$ cat src/rtl/dwt_line_sequencer.sv
// Vertical DWT line sequencer: reads row pairs in symmetric-extension order from a
// dual-read-port frame buffer and streams {odd, even} beats with sof/eol framing.
//
// state | meaning
// IDLE  | waiting for a start with a legal tile configuration
// RUN   | issuing frame-buffer reads, one beat per read
// DRAIN | all reads issued; emptying the output FIFO
module dwt_line_sequencer #(
  parameter int DataWidth       = 24,
  parameter int MaximumSideSize = 32,
  parameter int AddrWidth       = $clog2(MaximumSideSize)
) (
  input  logic                   clk_i,
  input  logic                   rst_i,
  input  logic                   start_i,
  input  logic [AddrWidth:0]     width_i,
  input  logic [AddrWidth:0]     height_i,
  output logic                   busy_o,
  output logic                   done_o,
  output logic                   err_o,
  output logic                   rd_en_o,
  output logic [AddrWidth-1:0]   rd_even_row_o,
  output logic [AddrWidth-1:0]   rd_odd_row_o,
  output logic [AddrWidth-1:0]   rd_col_o,
  input  logic [DataWidth-1:0]   rd_even_data_i,
  input  logic [DataWidth-1:0]   rd_odd_data_i,
  input  logic                   m_ready_i,
  output logic                   m_valid_o,
  output logic                   m_sof_o,
  output logic                   m_eol_o,
  output logic [2*DataWidth-1:0] m_data_o
);

  localparam int CW = AddrWidth + 1;
  typedef logic [CW-1:0] cnt_t;
  typedef enum logic [1:0] {IDLE, RUN, DRAIN} state_t;

  state_t                 state_q, state_d;
  cnt_t                   w_q, h_q, pair_q;
  logic [AddrWidth-1:0]   col_q;
  logic                   rd_pend_q, pend_sof_q, pend_eol_q;
  logic [2*DataWidth+1:0] fifo_q [2];
  logic                   wr_ptr_q, rd_ptr_q;
  logic [1:0]             count_q;
  logic                   done_q, err_q;

  logic                   cfg_ok, start_ok, start_bad, finish;
  logic                   last_col, last_pair, push, pop, rd_en;
  logic [2:0]             occ_after;
  cnt_t                   half, k;
  logic [AddrWidth-1:0]   even_row, odd_row;
  logic [2*DataWidth+1:0] head;

  assign cfg_ok = !height_i[0] && (height_i >= cnt_t'(6)) &&
                  (height_i <= cnt_t'(MaximumSideSize)) &&
                  (width_i != '0) && (width_i <= cnt_t'(MaximumSideSize));

  assign half      = h_q >> 1;
  assign last_col  = ({1'b0, col_q} == (w_q - cnt_t'(1)));
  assign last_pair = (pair_q == (half + cnt_t'(3)));

  assign push      = rd_pend_q;
  assign m_valid_o = (count_q != 2'd0);
  assign pop       = m_valid_o & m_ready_i;

  // A pop in this cycle frees its slot, which keeps back-to-back streaming at 1 beat/cycle.
  assign occ_after = {1'b0, count_q} + {2'b00, rd_pend_q} - {2'b00, pop};
  assign rd_en     = (state_q == RUN) && (occ_after < 3'd2);

  always_comb begin
    state_d   = state_q;
    start_ok  = 1'b0;
    start_bad = 1'b0;
    finish    = 1'b0;
    case (state_q)
      IDLE: begin
        if (start_i) begin
          if (cfg_ok) begin
            start_ok = 1'b1;
            state_d  = RUN;
          end else begin
            start_bad = 1'b1;
          end
        end
      end
      RUN: begin
        if (rd_en && last_col && last_pair) state_d = DRAIN;
      end
      DRAIN: begin
        if (pop && (count_q == 2'd1) && !rd_pend_q) begin
          finish  = 1'b1;
          state_d = IDLE;
        end
      end
      default: state_d = IDLE;
    endcase
  end

  // Symmetric extension: two mirrored pairs ahead of the tile and two behind it.
  always_comb begin
    k        = pair_q - cnt_t'(2);
    even_row = AddrWidth'({k, 1'b0});
    odd_row  = AddrWidth'({k, 1'b1});
    if (pair_q == cnt_t'(0)) begin
      even_row = AddrWidth'(4);
      odd_row  = AddrWidth'(3);
    end else if (pair_q == cnt_t'(1)) begin
      even_row = AddrWidth'(2);
      odd_row  = AddrWidth'(1);
    end else if (pair_q == (half + cnt_t'(2))) begin
      even_row = AddrWidth'(h_q - cnt_t'(2));
      odd_row  = AddrWidth'(h_q - cnt_t'(3));
    end else if (pair_q == (half + cnt_t'(3))) begin
      even_row = AddrWidth'(h_q - cnt_t'(4));
      odd_row  = AddrWidth'(h_q - cnt_t'(5));
    end
  end

  always_ff @(posedge clk_i or posedge rst_i) begin
    if (rst_i) begin
      state_q    <= IDLE;
      w_q        <= '0;
      h_q        <= '0;
      pair_q     <= '0;
      col_q      <= '0;
      rd_pend_q  <= 1'b0;
      pend_sof_q <= 1'b0;
      pend_eol_q <= 1'b0;
      fifo_q[0]  <= '0;
      fifo_q[1]  <= '0;
      wr_ptr_q   <= 1'b0;
      rd_ptr_q   <= 1'b0;
      count_q    <= 2'd0;
      done_q     <= 1'b0;
      err_q      <= 1'b0;
    end else begin
      state_q    <= state_d;
      done_q     <= finish;
      err_q      <= start_bad;
      if (start_ok) begin
        w_q    <= width_i;
        h_q    <= height_i;
        pair_q <= '0;
        col_q  <= '0;
      end else if (rd_en) begin
        if (last_col) begin
          col_q  <= '0;
          pair_q <= pair_q + cnt_t'(1);
        end else begin
          col_q  <= col_q + AddrWidth'(1);
        end
      end
      rd_pend_q  <= rd_en;
      pend_sof_q <= rd_en && (pair_q == '0) && (col_q == '0);
      pend_eol_q <= rd_en && last_col;
      if (push) begin
        fifo_q[wr_ptr_q] <= {pend_sof_q, pend_eol_q, rd_odd_data_i, rd_even_data_i};
        wr_ptr_q         <= ~wr_ptr_q;
      end
      if (pop) rd_ptr_q <= ~rd_ptr_q;
      count_q <= count_q + {1'b0, push} - {1'b0, pop};
    end
  end

  assign head          = fifo_q[rd_ptr_q];
  assign m_data_o      = m_valid_o ? head[2*DataWidth-1:0] : '0;
  assign m_sof_o       = m_valid_o & head[2*DataWidth+1];
  assign m_eol_o       = m_valid_o & head[2*DataWidth];
  assign rd_en_o       = rd_en;
  assign rd_even_row_o = rd_en ? even_row : '0;
  assign rd_odd_row_o  = rd_en ? odd_row : '0;
  assign rd_col_o      = rd_en ? col_q : '0;
  assign busy_o        = (state_q != IDLE);
  assign done_o        = done_q;
  assign err_o         = err_q;

endmodule
$ cat config.mk
export PLATFORM = sky130hd
export DESIGN_NAME = dwt_line_sequencer
export DESIGN_NICKNAME = d
export VERILOG_FILES = /design/src/rtl/dwt_line_sequencer.sv
export SDC_FILE = /design/constraint.sdc
export NUM_CORES = 1
export LEC_CHECK = 0
export ABC_AREA = 1
export CORE_ASPECT_RATIO = 0.7
export CORE_UTILIZATION = 33
export CTS_CLUSTER_SIZE = 28
export DETAILED_ROUTE_END_ITERATION = 10
export PLACE_DENSITY = 0.6
export SETUP_SLACK_MARGIN = 0.05
export SLEW_MARGIN = 15
export SYNTH_ARGS = -nofsm -noshare
export SYNTH_HDL_FRONTEND = slang
export SYNTH_SLANG_ARGS = --single-unit
export TNS_END_PERCENT = 20
$ cat constraint.sdc
create_clock -name clk_i -period 7.8 [get_ports clk_i]
set_input_delay 2.34 -clock clk_i [delete_from_list [all_inputs] [get_ports clk_i]]
set_output_delay 2.34 -clock clk_i [all_outputs]
set_load 0.01 [all_outputs]
==> flow_summary.toml <==
[global_routing]
global_route_wire_length_before_repair_um = 29440
grt_pass1_vias = 5728
grt_max_degree = 101
gr-total-overflow = 0
global_route.usage.total = 0.1690
antenna_found_initial = 0

[clock_network]
cts-hold-fix-buffers = 0
h-tree-depth = 4
cts_buffer_count = 17
clk-insertion-delay-late_ns = 0.42
clock_tree.root_cell = "clkbuf_16"
cts.reportedPaths.clkPinSlew_ns = 0.06
ctsLongestPathBuffers = 2
tritoncts_num_sinks = 134
clock_tree_from_tritoncts = "done"

[route]
drc = 0
wl_per_cell_um = 13.66
final_antenna_net_count = 0
drt_iter0_drc = 457
dr_total_vias = 6050
drt-pass1-iter-count = 6
vias_per_cell = 4.615
drt-total-wl_um = 17910

[power]
power.density_mw_per_mm2 = 412.7
total_power_mw = 3.802
p_leak_nw = 4.467
vdd_drop_max_mv = 0.1640

[worst_setup_path]
worstSetupStartpointType = "input pin"
slowest_stage = "clkdlybuf4s50_1"
setup.worst_path.class = "in2out"
r2r-start = "count_q[1]$_DFF_PP0_"
setup.worst_path.end = "rd_odd_row_o[3]"
endpoint_of_the_worst_slack_reg_to_reg_timing_path = "pair_q[4]$_DFFE_PP0P_"
crit_start = "m_ready_i"
crit_required_ns = 5.46
worst_ep_arrival_time_ns = 5.27
worst_r2r_path_depth = 15
worstSetupEndpointType = "output port"
crit_chain = "clkdlybuf4s50_1 -> nand2_1 -> xor2_1 -> ha_1 -> inv_1 -> fa_1 -> inv_1 -> nor4_4 -> buf_4 -> nand2_4 -> nor2_4 -> o21ai_1 -> a21oi_1 -> clkdlybuf4s50_1"
worst-path-max-fanout = 5
worst_path_largest_cell_delay_ns = 0.55
internal_reg_to_reg_setup_slack_ns = 4.93

[floorplanning]
design.die.area_mm2 = 0.02194
die_height_um = 124.2
placementRows = 44
boundaryPins = 134
start_util = 0.3384
core_area_mm2 = 0.02081
fp.dieW_um = 176.6

[timing]
rsz0062_at_grt = "true"
final.setup.tns_ns = 0
tightestPinTransition_ns = 1.008
final.hold.worst_slack_ns = 0.4823
period_share = 0.9754
max_clock_freq_mhz = 131.4
setup_violations = 0
setup_slack_ns = 0.1919
slew-limit-headroom = 0.3263
fin_worst_skew_ns = 0.01234
slew_violations = 0
final_hold_viol_count = 0
period_needed_ns = 7.608

[hold_path]
timing.hold.worst_path_depth = 2
hold_class = "reg2reg"
hp_start = "fifo_q[91]$_DFFE_PP0P_"

[yosys]
synth_sequential_area_ratio = 0.4762
postSynthAreaPerCell_um2 = 7.755
number_of_standard_cells_after_synthesis = 908
synth_fp_nets = 993
synth.ff_latch_count = 134
synthDistinctLibCells = 33
syn-cell-area_mm2 = 0.007042
ys.warnings.count = 0

[outcome]
status = "complete, no violations"

[layout]
fin_area_mm2 = 0.009211
num_antenna_cells = 0
stdcell_count = 1311
layout-area-overhead-vs-synth_pct = 30.81
fin_util = 0.4426
nNetsFinal = 1107
layout-drive-gt1-share = 0.06087

[placed_design]
placed_cells_incl_taps = 1278
dp_worst_setup_slack_ns = 0.1667
gp_congestion = 0.8798
estimated_wirelength_of_the_detail_placed_design_um = 11560
portBuffers = 133
placement_cell_area_mm2 = 0.008586

[job]
cap_viol_max_count = 0
cells by family after synthesis:
logic type | after synthesis | synth area share
AO/OA/AOI/OAI | 188 | 0.1349
adder cells (fa/ha/maj) | 21 | 0.03838
flip-flops | 134 | 0.4762
buffers and inverters | 152 | 0.08582
XOR/XNOR | 29 | 0.03607
AND/OR/NAND/NOR | 384 | 0.2287
power by group:
part | switching [mW] | internal, mW | total [mW] | leakage, nW
clock | 0.317 | 0.515 | 0.833 | 0.295
sequential | 0.193 | 1.00 | 1.19 | 1.66
combinational | 0.984 | 0.792 | 1.78 | 2.51
total | 1.49 | 2.31 | 3.80 | 4.47
registers in the layout (all words and copies together), names as in the netlist:
signal	cells
col_q	5
count_q	2
done_o	1
err_o	1
fifo_q	100
h_q	6
pair_q	6
pend_eol_q	1
pend_sof_q	1
push	1
rd_ptr_q	1
state_q	2
w_q	6
wr_ptr_q	1
repair_timing:
item / in CTS / in global routing
gates resized for setup: 0 / 3
setup endpoints to repair: 0 / 7
setup buffers: 0 / 1
critical path: cells and delay by family:
family | cells | cell delay [ns]
buf+inv | 5 | 1.33
fa+ha+maj | 2 | 0.66
simple gates | 4 | 0.56
compound gates | 2 | 0.22
xor+xnor | 1 | 0.17
layer usage:
metal  wire length [um]  track usage  up-vias
met5                  0            0        -
met4                117      0.04564        0
met3               1048      0.03646       11
met2               7534       0.2438      166
met1               9210       0.2521     2780
li1                   -            -     3093
cells in the mapped netlist, drive strengths merged:
cell type | instances | area share
inv | 104 | 0.055
clkbuf | 37 | 0.020
nor3 | 6 | 0.0043
nor4 | 1 | 0.0030
a31oi | 1 | 0.00089
buf | 9 | 0.0089
clkinv | 2 | 0.0018
nand3 | 41 | 0.031
xor2 | 22 | 0.027
nand3b | 6 | 0.0064
fa | 1 | 0.0028
nor2 | 28 | 0.018
o21ai | 119 | 0.085
dfrtp | 134 | 0.48
a21oi | 68 | 0.049
or2 | 1 | 0.00089
xnor2 | 7 | 0.0087
and2 | 1 | 0.00089
nand4 | 2 | 0.0018
ha | 20 | 0.036
nand2 | 298 | 0.16
worst min-delay path by stage:
stage,endpoint
2_1_floorplan,done_o$_DFF_PP0_
3_3_place_gp,done_o$_DFF_PP0_
3_5_place_dp,done_o$_DFF_PP0_
6_report,fifo_q[91]$_DFFE_PP0P_
5_1_grt,done_o$_DFF_PP0_
4_1_cts,done_o$_DFF_PP0_
layout by cell type, fill, tap and decap left out, drive strengths merged, types with 20 or more instances in the layout:
| cell | count |
|---|---|
| nand2 | 298 |
| dfrtp | 134 |
| clkdlybuf4s50 | 130 |
| o21ai | 119 |
| inv | 108 |
| a21oi | 68 |
| nand3 | 41 |
| nor2 | 28 |
| xor2 | 22 |
| ha | 20 |
layout make-up:
| cell class | instances | area [um^2] |
|---|---|---|
| fill | 2097 | 11600 |
| multi-input combinational | 622 | 3094 |
| clock buffer | 19 | 442.9 |
| timing repair buffer | 141 | 1399 |
| sequential | 134 | 3354 |
| inverter | 106 | 407.9 |
| tap | 276 | 345.3 |
| clock inverter | 13 | 167.7 |
(Power assumes the default switching activity.)
